`src/rtl/mem_wb_skid_if.sv`:
```
// MEM->WB handshake bundle: upstream entry with payload, downstream head entry.
// The master side is whoever drives entries in and consumes the head; slave is the register.
interface mem_wb_skid_if #(
  parameter int WORD_WIDTH   = 32,
  parameter int REG_ADDR_LEN = 4
);
  logic                    in_valid;
  logic                    in_ready;
  logic [REG_ADDR_LEN-1:0] dst;
  logic [WORD_WIDTH-1:0]   ALU_res;
  logic [WORD_WIDTH-1:0]   mem_data;
  logic                    mem_read;
  logic                    WB_en;

  logic                    out_valid;
  logic                    out_ready;
  logic [REG_ADDR_LEN-1:0] dst_out;
  logic [WORD_WIDTH-1:0]   ALU_res_out;
  logic [WORD_WIDTH-1:0]   mem_data_out;
  logic                    mem_read_out;
  logic                    WB_en_out;
  logic [WORD_WIDTH-1:0]   wb_value;

  modport master (
    output in_valid, dst, ALU_res, mem_data, mem_read, WB_en, out_ready,
    input  in_ready, out_valid, dst_out, ALU_res_out, mem_data_out,
           mem_read_out, WB_en_out, wb_value
  );

  modport slave (
    input  in_valid, dst, ALU_res, mem_data, mem_read, WB_en, out_ready,
    output in_ready, out_valid, dst_out, ALU_res_out, mem_data_out,
           mem_read_out, WB_en_out, wb_value
  );
endinterface

```
`src/rtl/mem_wb_skid_reg.sv`:
```
// Two-entry MEM/WB skid register: in_ready comes only from registered state, so the
// WB-side out_ready never reaches the upstream ready path combinationally.
module mem_wb_skid_reg #(
  parameter int WORD_WIDTH   = 32,
  parameter int REG_ADDR_LEN = 4,
  parameter int CNT_WIDTH    = 8
) (
  input  logic                 clk,
  input  logic                 rst,
  input  logic                 flush,
  mem_wb_skid_if.slave         bus,
  output logic [1:0]           occupancy,
  output logic [CNT_WIDTH-1:0] drop_cnt
);

  localparam logic [1:0] ST_EMPTY = 2'd0;
  localparam logic [1:0] ST_ONE   = 2'd1;
  localparam logic [1:0] ST_FULL  = 2'd2;

  typedef struct packed {
    logic [REG_ADDR_LEN-1:0] dst;
    logic [WORD_WIDTH-1:0]   alu_res;
    logic [WORD_WIDTH-1:0]   mem_data;
    logic                    mem_read;
    logic                    wb_en;
  } entry_t;

  function automatic logic [CNT_WIDTH-1:0] sat_add(input logic [CNT_WIDTH-1:0] a,
                                                   input logic [1:0]           inc);
    logic [CNT_WIDTH:0] sum;
    sum = {1'b0, a} + {{(CNT_WIDTH-1){1'b0}}, inc};
    return sum[CNT_WIDTH] ? {CNT_WIDTH{1'b1}} : sum[CNT_WIDTH-1:0];
  endfunction

  logic [1:0]           state_q, state_d;
  entry_t               main_q, main_d;
  entry_t               skid_q, skid_d;
  logic [CNT_WIDTH-1:0] drop_q, drop_d;
  entry_t               in_entry;
  logic                 accept, consume;
  logic [1:0]           drop_inc;

  assign in_entry = {bus.dst, bus.ALU_res, bus.mem_data, bus.mem_read, bus.WB_en};

  assign bus.in_ready  = (state_q != ST_FULL);
  assign bus.out_valid = (state_q != ST_EMPTY);
  assign accept        = bus.in_valid & bus.in_ready;
  assign consume       = bus.out_valid & bus.out_ready;
  // State encoding doubles as the entry count.
  assign drop_inc      = state_q + {1'b0, accept};

  always_comb begin
    state_d = state_q;
    main_d  = main_q;
    skid_d  = skid_q;
    drop_d  = drop_q;
    if (flush) begin
      state_d = ST_EMPTY;
      drop_d  = sat_add(drop_q, drop_inc);
    end else begin
      case (state_q)
        ST_EMPTY: begin
          if (accept) begin
            state_d = ST_ONE;
            main_d  = in_entry;
          end
        end
        ST_ONE: begin
          if (accept && consume) begin
            main_d = in_entry;
          end else if (accept) begin
            state_d = ST_FULL;
            skid_d  = in_entry;
          end else if (consume) begin
            state_d = ST_EMPTY;
          end
        end
        ST_FULL: begin
          if (consume) begin
            state_d = ST_ONE;
            main_d  = skid_q;
          end
        end
        default: state_d = ST_EMPTY;
      endcase
    end
  end

  always_ff @(posedge clk or posedge rst) begin
    if (rst) begin
      state_q <= ST_EMPTY;
      main_q  <= '0;
      skid_q  <= '0;
      drop_q  <= '0;
    end else begin
      state_q <= state_d;
      main_q  <= main_d;
      skid_q  <= skid_d;
      drop_q  <= drop_d;
    end
  end

  // Head of the queue is always the main register.
  assign bus.dst_out      = main_q.dst;
  assign bus.ALU_res_out  = main_q.alu_res;
  assign bus.mem_data_out = main_q.mem_data;
  assign bus.mem_read_out = main_q.mem_read;
  assign bus.WB_en_out    = main_q.wb_en & bus.out_valid;
  assign bus.wb_value     = main_q.mem_read ? main_q.mem_data : main_q.alu_res;

  assign occupancy = state_q;
  assign drop_cnt  = drop_q;

endmodule

```
`src/flat_wrapper.sv`:
```
// flat-port wrapper written by rule: the top's interface ports become plain ports
module mem_wb_skid_reg_flat 
#(
  parameter int WORD_WIDTH   = 32,
  parameter int REG_ADDR_LEN = 4,
  parameter int CNT_WIDTH    = 8
)
  (clk, rst, flush, occupancy, drop_cnt, bus_in_valid, bus_dst, bus_ALU_res, bus_mem_data, bus_mem_read, bus_WB_en, bus_out_ready, bus_in_ready, bus_out_valid, bus_dst_out, bus_ALU_res_out, bus_mem_data_out, bus_mem_read_out, bus_WB_en_out, bus_wb_value);
  mem_wb_skid_if #(.WORD_WIDTH(WORD_WIDTH), .REG_ADDR_LEN(REG_ADDR_LEN)) bus_i ();
  input  logic clk;
  input  logic rst;
  input  logic flush;
  output logic [1:0] occupancy;
  output logic [CNT_WIDTH-1:0] drop_cnt;
  input wire logic [$bits(bus_i.in_valid)-1:0] bus_in_valid;
  input wire logic [$bits(bus_i.dst)-1:0] bus_dst;
  input wire logic [$bits(bus_i.ALU_res)-1:0] bus_ALU_res;
  input wire logic [$bits(bus_i.mem_data)-1:0] bus_mem_data;
  input wire logic [$bits(bus_i.mem_read)-1:0] bus_mem_read;
  input wire logic [$bits(bus_i.WB_en)-1:0] bus_WB_en;
  input wire logic [$bits(bus_i.out_ready)-1:0] bus_out_ready;
  output wire logic [$bits(bus_i.in_ready)-1:0] bus_in_ready;
  output wire logic [$bits(bus_i.out_valid)-1:0] bus_out_valid;
  output wire logic [$bits(bus_i.dst_out)-1:0] bus_dst_out;
  output wire logic [$bits(bus_i.ALU_res_out)-1:0] bus_ALU_res_out;
  output wire logic [$bits(bus_i.mem_data_out)-1:0] bus_mem_data_out;
  output wire logic [$bits(bus_i.mem_read_out)-1:0] bus_mem_read_out;
  output wire logic [$bits(bus_i.WB_en_out)-1:0] bus_WB_en_out;
  output wire logic [$bits(bus_i.wb_value)-1:0] bus_wb_value;
  assign bus_i.in_valid = bus_in_valid;
  assign bus_i.dst = bus_dst;
  assign bus_i.ALU_res = bus_ALU_res;
  assign bus_i.mem_data = bus_mem_data;
  assign bus_i.mem_read = bus_mem_read;
  assign bus_i.WB_en = bus_WB_en;
  assign bus_i.out_ready = bus_out_ready;
  assign bus_in_ready = bus_i.in_ready;
  assign bus_out_valid = bus_i.out_valid;
  assign bus_dst_out = bus_i.dst_out;
  assign bus_ALU_res_out = bus_i.ALU_res_out;
  assign bus_mem_data_out = bus_i.mem_data_out;
  assign bus_mem_read_out = bus_i.mem_read_out;
  assign bus_WB_en_out = bus_i.WB_en_out;
  assign bus_wb_value = bus_i.wb_value;
  mem_wb_skid_reg #(.WORD_WIDTH(WORD_WIDTH), .REG_ADDR_LEN(REG_ADDR_LEN), .CNT_WIDTH(CNT_WIDTH)) u_core (.clk(clk), .rst(rst), .flush(flush), .bus(bus_i), .occupancy(occupancy), .drop_cnt(drop_cnt));
endmodule
```
`config.mk`:
```
export PLATFORM = sky130hd
export DESIGN_NAME = mem_wb_skid_reg_flat
export DESIGN_NICKNAME = d
export VERILOG_FILES = /design/src/rtl/mem_wb_skid_if.sv /design/src/rtl/mem_wb_skid_reg.sv /design/src/flat_wrapper.sv
export SDC_FILE = /design/constraint.sdc
export NUM_CORES = 1
export LEC_CHECK = 0
export CAP_MARGIN = 20
export CORE_UTILIZATION = 40
export CTS_CLUSTER_SIZE = 30
export DETAILED_ROUTE_END_ITERATION = 8
export PLACE_DENSITY_LB_ADDON = 0.25
export SLEW_MARGIN = 20
export SYNTH_ARGS = -nofsm -noshare
export SYNTH_HDL_FRONTEND = slang
export SYNTH_SLANG_ARGS = --single-unit
```
`constraint.sdc`:
```
create_clock -name clk -period 7.8 [get_ports clk]
set_input_delay 1.56 -clock clk [delete_from_list [all_inputs] [get_ports clk]]
set_output_delay 1.56 -clock clk [all_outputs]
set_load 0.02 [all_outputs]
```
### Word level (Yosys, flattened, before mapping)

Cells that the tools add are included.

* order comparisons: 0
* eq/ne operators: 10
* muxes and demuxes: 13
* bitwise operators: 5
* divide/modulo/power cells: 0
* add/sub/neg operators: 2
* reductions and logical operators: 7
* multipliers: 0
* shifts and indexed selects: 0

Operator list (count)
* 2-to-1 mux 70 bit: 3
* case mux 70 bit (3 select lines): 1
* 2-to-1 mux 32 bit: 1
* 2-to-1 mux 2 bit: 6
* adder 8 x 2 -> 9 bit: 1
* 2-to-1 mux 8 bit: 1
* AND reduction 4 bit: 2
* inequality test 2 x 1 -> 1 bit (second input constant): 3
* inequality test 3 x 2 -> 1 bit (second input constant): 2
* case mux 2 bit (3 select lines): 1
* AND reduction 5 bit: 1
* inequality test 4 x 2 -> 1 bit (second input constant): 1
* AND 1 bit: 3
* inequality test 3 bit (second input constant): 1
* nonzero test 3 bit: 1
* adder 2 x 1 -> 2 bit: 1
* equality test 2 x 1 -> 1 bit (second input constant): 1
* equality test 2 bit (second input constant): 1
* logical NOT 2 bit: 1
* inequality test 2 bit (second input constant): 1
* inverter 1 bit: 2
* nonzero test 2 bit: 1
* logical AND 1 bit: 1

* latch bits: 0
* memory bits (writable): 0
* word-level logic and storage cells: 49
* memory bits (read-only): 0
* output and inout bits: 114
* memories kept: 0
* register bits: 150

### Logic depth before layout (Yosys ltp)

Gate-level depths: netlist of the first run.

* word-level depth: 7
* gate-level depth with buffers: 12
* depth with buffers taken out: 10

### Least setup slack after synthesis of the first run

No wires, ideal clock.

* path type: input to register
* start point: input port bus_in_valid
* end point: register u_core.drop_q[5] (netlist: u_core.drop_cnt[5])
* slack: 4774 ps
* arrival time: 2895 ps
* stages: 7
* setup time: 131 ps
* cell sequence: and2_1 > ha_1 > ha_1 > fa_1 > clkbuf_1 > a31oi_1 > a21oi_1

* cells in the longest elaborated chain, start to end: 4

RTL lines
* start, declared: line flat_wrapper.sv:15 `input wire logic [$bits(bus_i.in_valid)-1:0] bus_in_valid;`
* AND 1 bit: line mem_wb_skid_reg.sv:47 `assign accept = bus.in_valid & bus.in_ready;`
* adder 2 x 1 -> 2 bit: line mem_wb_skid_reg.sv:50 `assign drop_inc = state_q + {1'b0, accept};`
* adder 8 x 2 -> 9 bit: line mem_wb_skid_reg.sv:31 `sum = {1'b0, a} + {{(CNT_WIDTH-1){1'b0}}, inc};`
* 2-to-1 mux 8 bit: line mem_wb_skid_reg.sv:32 `return sum[CNT_WIDTH] ? {CNT_WIDTH{1'b1}} : sum[CNT_WIDTH-1:0];`
* end signal, assigned: line mem_wb_skid_reg.sv:99 `drop_q <= drop_d;`
* end, declared: line mem_wb_skid_reg.sv:38 `logic [CNT_WIDTH-1:0] drop_q, drop_d;`

No other way between the ends.
A chain may end at the register's enable or synchronous reset.

### Final worst setup path of the first run

* start point: register u_core.state_q[0] (netlist: u_core.occupancy[0])
* end point: output port bus_in_ready

* cells in the longest elaborated chain, start to end: 1

RTL lines
* start, declared: line mem_wb_skid_reg.sv:35 `logic [1:0] state_q, state_d;`
* start signal, assigned: line mem_wb_skid_reg.sv:96 `state_q <= state_d;`
* inequality test 2 bit: line mem_wb_skid_reg.sv:45 `assign bus.in_ready = (state_q != ST_FULL);`
* end, declared: line flat_wrapper.sv:22 `output wire logic [$bits(bus_i.in_ready)-1:0] bus_in_ready;`

No other way between the ends.

==> metrics.log, run 1 <==
[metrics] cell taking the most area after synthesis: sky130_fd_sc_hd__dfrtp_1
[metrics] simple-gate share of the synthesized area: 12.3%
[metrics] CTS tree: done
[metrics] Vias per Instance: 4.86
[metrics] number of placement rows: 49
[metrics] count of hold-fix buffers inserted at cts: 0
[metrics] slowest stage cell, crit path: sky130_fd_sc_hd__clkdlybuf4s50_1
[metrics] total instance count after detailed placement: 1008
[metrics] top area cells in the synthesized netlist: sky130_fd_sc_hd__dfrtp_1 50%, sky130_fd_sc_hd__mux2_2 26%, sky130_fd_sc_hd__nand2_1 11%
[metrics] combined area of the multi-input logic cells: 3090 µm²
[metrics] die span in x: 139 µm
[metrics] final routed wire length divided by cell count: 15.5 µm
[metrics] Least-Margin Pin Slew: 1.05 ns
[metrics] post-synthesis mux area share: 26.2%
[metrics] xor and xnor area share after synthesis: 0.232%
[metrics] clock power share: 30.6%
[metrics] Iteration-0 DRC Markers: 159
[metrics] clock buffer depth: 2
[metrics] via count: 5048
[metrics] DPL Wire Length: 10500 µm
[metrics] Sink Count: 150
[metrics] FILL cells: 1524
[metrics] DRC violation count after routing: 0
[metrics] count leader, synth: sky130_fd_sc_hd__nand2_1
[metrics] Sw Share: 29.0%
[metrics] Num CTS Buffers: 17
[metrics] placed cell area: 9060 µm²
[metrics] number of enable-type register cells in the synthesized netlist: 0
[metrics] number of global-route vias before repair: 5300
[metrics] area of the die: 19400 µm²
[metrics] share of total power in sequential cells: 38.8%
[metrics] Critical Path, Cell by Cell: nor2b_4, buf_4, inv_2, buf_4, clkdlybuf4s50_1
[metrics] Congestion Overflow GR: 0
[metrics] ratio of cells with drive above 1 in the final layout: 26.2%
[metrics] power per cell area: 298 nW/µm²
[metrics] total wirelength of the detailed-routed design: 16100 µm
[metrics] Max Clock Skew: 0.00983 ns
[metrics] diode insertion count for antenna repair: 0
[metrics] Avg Synthesized Cell Area: 10.9 µm²
[metrics] outcome: finished clean
[metrics] synthesized-area fraction occupied by adder cells: 0.763%
[metrics] internal power: 2.05 mW
[metrics] maximum number of pins on one net before global-route repair: 83
[metrics] total core area: 18200 µm²
[metrics] GP Congestion: 0.789
[metrics] post-route insts no fill: 1038
[metrics] Setup CP Type: register to output pin
[metrics] highest ir drop seen on vdd: 0.000140 V
[metrics] total count of hold-check failures in the final report: 0
[metrics] area share of the leading cell type in the synthesized netlist: 49.7%
[metrics] global-route wire length before repair: 26600 µm
[metrics] total setup buffers inserted after CTS: 0
[metrics] largest fanout of any net on the critical path: 73
[metrics] required time at the endpoint of the critical path: 6.24 ns
[metrics] Hold Path Class: register to register
[metrics] logic gate share of total power: 30.5%
[metrics] unrepaired setup endpoints after global routing: false
[metrics] all-layer global routing usage: 17.2%
[metrics] Clock transition at path regs: 0.06 ns
[metrics] setup slack of the most critical reg-to-reg path: 4.27 ns
[metrics] time the final worst path needs with I/O delays and setup: 4.51 ns
[metrics] Fin Setup TNS: 0 ns
[metrics] CP max stage delay: 0.74 ns
[metrics] Ys Warns: 0
[metrics] Crit. End Element: output pin
[metrics] boundary pin count: 189
[metrics] count of final setup violators: 0
[metrics] number of H-tree levels: 4
[metrics] final cycle utilization of the critical path: 57.8%
[metrics] largest family of logic cells by synthesized area: multiplexers
[metrics] layout overhead on the synthesized area: 28.6%
[metrics] Seq cells post-synth: 150
[metrics] proportion of synthesized flip-flops having asynchronous set or reset: 100%
[metrics] latest clock arrival within the worst-skew pair: 0.41 ns
[metrics] number of nets in the layout: 877
[metrics] Post-Route Hold Slack: 0.503 ns
[metrics] nets in the synthesized netlist: 769
[metrics] register area: 3750 µm²
[metrics] leak pwr: 4.33 nW
[metrics] Max-Slew Margin vs Limit: 30.2%
[metrics] initial standard-cell utilization of the core: 41.4%
[metrics] library cells used by synthesis: 29
[metrics] Port Buf Inserts: 188
[metrics] root buffer selected by CTS: sky130_fd_sc_hd__clkbuf_16
[metrics] Post-Synthesis Cells: 690
[metrics] count of instances resized after the clock tree is built: 0
[metrics] sequential share of the synthesized area: 49.7%
[metrics] cell repeated most along the worst path: sky130_fd_sc_hd__buf_4
[metrics] fin area: 9700 µm²
[metrics] Achievable Freq: 0.222 GHz
[metrics] WP data arrival: 2.95 ns
[metrics] total iterations of the first detailed-routing run: 4
[metrics] Startpoint Class: register
[metrics] share of the core filled with cells: 53.3%
[metrics] Max Cap Viol: 0
[metrics] vertical die dimension: 139 µm
[metrics] Final Slew Violations: 0
[metrics] most instantiated cells after synthesis: 216 x sky130_fd_sc_hd__nand2_1, 172 x sky130_fd_sc_hd__mux2_2, 150 x sky130_fd_sc_hd__dfrtp_1, 69 x sky130_fd_sc_hd__buf_4, 19 x sky130_fd_sc_hd__clkbuf_1
[metrics] compound-gate portion of the synthesized area: 1.24%
[metrics] cell area after synthesis: 7550 µm²
[metrics] Net Sw Power: 0.838 mW
[metrics] antenna violations before repair: 0
[metrics] Main synth FF type: sky130_fd_sc_hd__dfrtp_1
[metrics] antenna-violating nets left: 0
layout make-up:
type,instances,area share [%]
Tap cell,229,2.95
Clock buffer,21,4.75
Sequential cell,150,38.7
Timing Repair Buffer,192,19.7
Clock inverter,9,1.81
Multi-Input combinational cell,434,31.9
Inverter,3,0.168
placed cells by master (no fill, tap or decap), types with 2 or more instances in the layout:
cell / n
sky130_fd_sc_hd__clkbuf_8: 2
sky130_fd_sc_hd__dfrtp_1: 149
sky130_fd_sc_hd__mux2i_1: 4
sky130_fd_sc_hd__mux2_2: 172
sky130_fd_sc_hd__buf_4: 3
sky130_fd_sc_hd__clkdlybuf4s50_1: 188
sky130_fd_sc_hd__a31oi_1: 5
sky130_fd_sc_hd__ha_1: 3
sky130_fd_sc_hd__nand2_1: 216
sky130_fd_sc_hd__clkbuf_1: 2
sky130_fd_sc_hd__bufinv_16: 5
sky130_fd_sc_hd__clkinvlp_4: 2
sky130_fd_sc_hd__clkinv_2: 2
sky130_fd_sc_hd__and2_1: 2
sky130_fd_sc_hd__a21oi_1: 6
sky130_fd_sc_hd__nor2b_1: 3
sky130_fd_sc_hd__clkbuf_16: 17
sky130_fd_sc_hd__nor3_1: 3
sky130_fd_sc_hd__nor2_1: 6
critical path: cells and delay by family, from the launching register on:
kind,cells,cell delay (ns)
simple gates,1,0.06
buf+inv,4,1.84
flops,1,0.56
cell families after synthesis:
family | count (synthesis)
adder cells (fa/ha/maj) | 4
AO/OA/AOI/OAI | 14
flip-flops | 150
AND/OR/NAND/NOR | 238
multiplexers | 176
XOR/XNOR | 2
buffers and inverters | 106
final timing paths:
kind,depth (start not counted),from,endpoint
worst max register to register,10,u_core.occupancy[0]$_DFFE_PP0P_,u_core.drop_cnt[5]$_DFFE_PP0P_
min in group asynchronous,2,rst,u_core.bus.mem_data_out[25]$_DFFE_PP0P_
worst max-delay path,5,u_core.occupancy[0]$_DFFE_PP0P_,bus_in_ready
max in group asynchronous,3,rst,u_core.skid_q[22]$_DFFE_PP0P_
worst min-delay path,1,u_core.skid_q[43]$_DFFE_PP0P_,u_core.skid_q[43]$_DFFE_PP0P_
worst min register to register,1,u_core.skid_q[43]$_DFFE_PP0P_,u_core.skid_q[43]$_DFFE_PP0P_
stage by stage:
step	power, mW	setup slack (ns)
floorplan	1.71	2.20
global placement	2.00	3.76
detailed placement	2.02	3.71
CTS	2.92	3.25
global route	3.03	3.11
finish	2.89	3.29
state kept, by name, indices dropped and copies added, names as in the netlist:
register / count
u_core.occupancy: 2
u_core.bus.ALU_res_out: 32
u_core.bus.mem_data_out: 32
u_core.bus.mem_read_out: 1
u_core.skid_q: 70
u_core.main_q: 1
u_core.bus.dst_out: 4
u_core.drop_cnt: 8
power by group through the flow:
stage	logic, mW	clock network, mW	registers [mW]
2_1_floorplan	0.615	0	1.10
3_3_place_gp	0.872	0	1.12
3_5_place_dp	0.888	0	1.14
4_1_cts	0.892	0.902	1.12
5_1_grt	0.939	0.939	1.15
6_report	0.882	0.885	1.12
layer usage:
metal / up-vias / share of wire, % / track usage, %
li1: 2414 / - / -
met2: 133 / 49 / 29.3
met4: 0 / 0.73 / 4.27
met5: - / 0 / 0
met1: 2488 / 43 / 21.1
met3: 13 / 6.4 / 5.51
Power figures use the tool's default switching activity.
==> inputs of run 2 (changes only) <==
==> constraint.sdc (replaced) <==
create_clock -name clk -period 3.93 [get_ports clk]
set_input_delay 0.786 -clock clk [delete_from_list [all_inputs] [get_ports clk]]
set_output_delay 0.786 -clock clk [all_outputs]
set_load 0.02 [all_outputs]
==> run 2 against run 1 <==
Design area grew 0.76%. Clock skew is essentially flat. Core utilization grew 0.41 points. Global-route usage grew 1.3 points. Non-clock buffer count grew 4. Critical endpoint unchanged.
==> metrics.log, run 2 (synthesis results as in run 1) <==
[metrics] final cycle utilization of the critical path: 80.6%
[metrics] boundary pin count: 189
[metrics] total instance count after detailed placement: 1012
[metrics] register area: 3750 µm²
[metrics] Max Clock Skew: 0.00956 ns
[metrics] total iterations of the first detailed-routing run: 5
[metrics] Clock transition at path regs: 0.06 ns
[metrics] Reg-to-Reg End: u_core.drop_cnt[7]$_DFFE_PP0P_
[metrics] Congestion Overflow GR: 0
[metrics] maximum number of pins on one net before global-route repair: 73
[metrics] all-layer global routing usage: 18.5%
[metrics] Achievable Freq: 0.316 GHz
[metrics] clock buffer depth: 2
[metrics] count of hold-fix buffers inserted at cts: 0
[metrics] vertical die dimension: 139 µm
[metrics] Startpoint Class: register
[metrics] worst setup path endpoint: bus_in_ready
[metrics] DRC violation count after routing: 0
[metrics] number of placement rows: 49
[metrics] number of cells on the worst hold path: 1
[metrics] number of H-tree levels: 4
[metrics] area of the die: 19400 µm²
[metrics] Fin Setup TNS: 0 ns
[metrics] number of global-route vias before repair: 5296
[metrics] Iteration-0 DRC Markers: 203
[metrics] antenna violations before repair: 0
[metrics] Reg with most FFs: u_core.skid_q
[metrics] initial standard-cell utilization of the core: 41.4%
[metrics] layout overhead on the synthesized area: 29.5%
[metrics] combined area of the multi-input logic cells: 3090 µm²
[metrics] required time at the endpoint of the critical path: 3.14 ns
[metrics] WP data arrival: 2.38 ns
[metrics] unrepaired setup endpoints after global routing: false
[metrics] total setup buffers inserted after CTS: 0
[metrics] Num CTS Buffers: 17
[metrics] power per cell area: 590 nW/µm²
[metrics] Setup CP Type: register to output pin
[metrics] most common cell after layout, fill and taps aside: sky130_fd_sc_hd__nand2_1
[metrics] Least-Margin Pin Slew: 0.911 ns
[metrics] launch point of the critical path: u_core.occupancy[0]$_DFFE_PP0P_
[metrics] root buffer selected by CTS: sky130_fd_sc_hd__clkbuf_16
[metrics] count of final setup violators: 0
[metrics] setup slack of the most critical reg-to-reg path: 1.03 ns
[metrics] Max Cap Viol: 0
[metrics] placed cell area: 9130 µm²
[metrics] leak pwr: 4.37 nW
[metrics] ratio of cells with drive above 1 in the final layout: 26.7%
[metrics] Vias per Instance: 4.98
[metrics] Final Slew Violations: 0
[metrics] total wirelength of the detailed-routed design: 17200 µm
[metrics] FILL cells: 1541
[metrics] time the final worst path needs with I/O delays and setup: 3.17 ns
[metrics] Crit. End Element: output pin
[metrics] diode insertion count for antenna repair: 0
[metrics] CTS tree: done
[metrics] count of instances resized after the clock tree is built: 0
[metrics] highest ir drop seen on vdd: 0.000305 V
[metrics] Sink Count: 150
[metrics] total core area: 18200 µm²
[metrics] number of nets in the layout: 881
[metrics] global-route wire length before repair: 28000 µm
[metrics] Max-Slew Margin vs Limit: 39.3%
[metrics] total count of hold-check failures in the final report: 0
[metrics] largest fanout of any net on the critical path: 37
[metrics] DPL Wire Length: 11300 µm
[metrics] commonest cells after routing, fill and taps aside: 216 x sky130_fd_sc_hd__nand2_1, 188 x sky130_fd_sc_hd__clkdlybuf4s50_1, 172 x sky130_fd_sc_hd__mux2_2
[metrics] launch point of the worst reg-to-reg path: u_core.occupancy[0]$_DFFE_PP0P_
[metrics] path depth of the worst reg2reg path: 10
[metrics] outcome: finished clean
[metrics] die span in x: 139 µm
[metrics] fin area: 9780 µm²
[metrics] GP Congestion: 0.808
[metrics] post-route insts no fill: 1043
[metrics] final routed wire length divided by cell count: 16.4 µm
[metrics] Hold Path Class: register to register
[metrics] flip-flop count of the largest register, all copies and words added: 70
[metrics] latest clock arrival within the worst-skew pair: 0.42 ns
[metrics] via count: 5194
[metrics] antenna-violating nets left: 0
[metrics] Port Buf Inserts: 188
run 2: cell types whose count changed in the layout (fill, tap and decap cells not counted), sizes merged:
cell,before,now
clkbuf,21,22
inv,3,2
clkinv,2,3
buf,4,8
run 2: how the worst min path moves through the flow:
stage,startpoint,end,slack [ns]
6_report,u_core.skid_q[34]$_DFFE_PP0P_,u_core.skid_q[34]$_DFFE_PP0P_,0.50
5_1_grt,u_core.skid_q[63]$_DFFE_PP0P_,u_core.skid_q[63]$_DFFE_PP0P_,0.51
3_3_place_gp,u_core.skid_q[46]$_DFFE_PP0P_,u_core.skid_q[46]$_DFFE_PP0P_,0.49
2_1_floorplan,u_core.main_q[0]$_DFFE_PP0P_,u_core.main_q[0]$_DFFE_PP0P_,0.47
4_1_cts,u_core.skid_q[15]$_DFFE_PP0P_,u_core.skid_q[15]$_DFFE_PP0P_,0.51
3_5_place_dp,u_core.skid_q[15]$_DFFE_PP0P_,u_core.skid_q[15]$_DFFE_PP0P_,0.49
run 2: critical path: stages, from the launching register on:
cell,delay [ns]
sky130_fd_sc_hd__dfrtp_1,0.58
sky130_fd_sc_hd__nor2b_4,0.07
sky130_fd_sc_hd__inv_2,0.56
sky130_fd_sc_hd__clkdlybuf4s50_1,0.75
run 2: metrics by stage:
| step | hold slack [ns] | setup slack [ns] | utilization [%] | power [mW] |
|---|---|---|---|---|
| 6_report | 0.503 | 0.763 | 53.7 | 5.77 |
| 5_1_grt | 0.509 | 0.627 | 53.7 | 6.06 |
| 4_1_cts | 0.506 | 0.685 | 53.7 | 5.84 |
| 3_5_place_dp | 0.493 | 1.04 | 50.1 | 4.04 |
| 3_3_place_gp | 0.486 | 1.09 | 50.1 | 3.98 |
| 2_1_floorplan | 0.472 | 1.13 | - | 3.40 |
run 2: report_power, final:
group	switching, mW	total [mW]	leakage [nW]	internal (mW)
registers	0.299	2.23	1.80	1.93
logic	0.773	1.76	2.25	0.989
clock network	0.605	1.78	0.316	1.17
run 2: cell type report:
| cell class | instances | share of cell area, % |
|---|---|---|
| sequential | 150 | 38.4 |
| multi-input combinational | 434 | 31.6 |
| timing repair buffer | 196 | 20.2 |
| clock buffer | 22 | 4.85 |
| tap | 229 | 2.93 |
| clock inverter | 9 | 1.77 |
| inverter | 3 | 0.154 |
run 2: per-layer routing:
layer  vias up  global-route usage (%)  wire (µm)
li1       2433                       -          -
met1      2591                    24.0       7800
met2       159                    30.0       8230
met3        11                    5.51        972
met4         0                    5.09        142
met5         -                       0          0
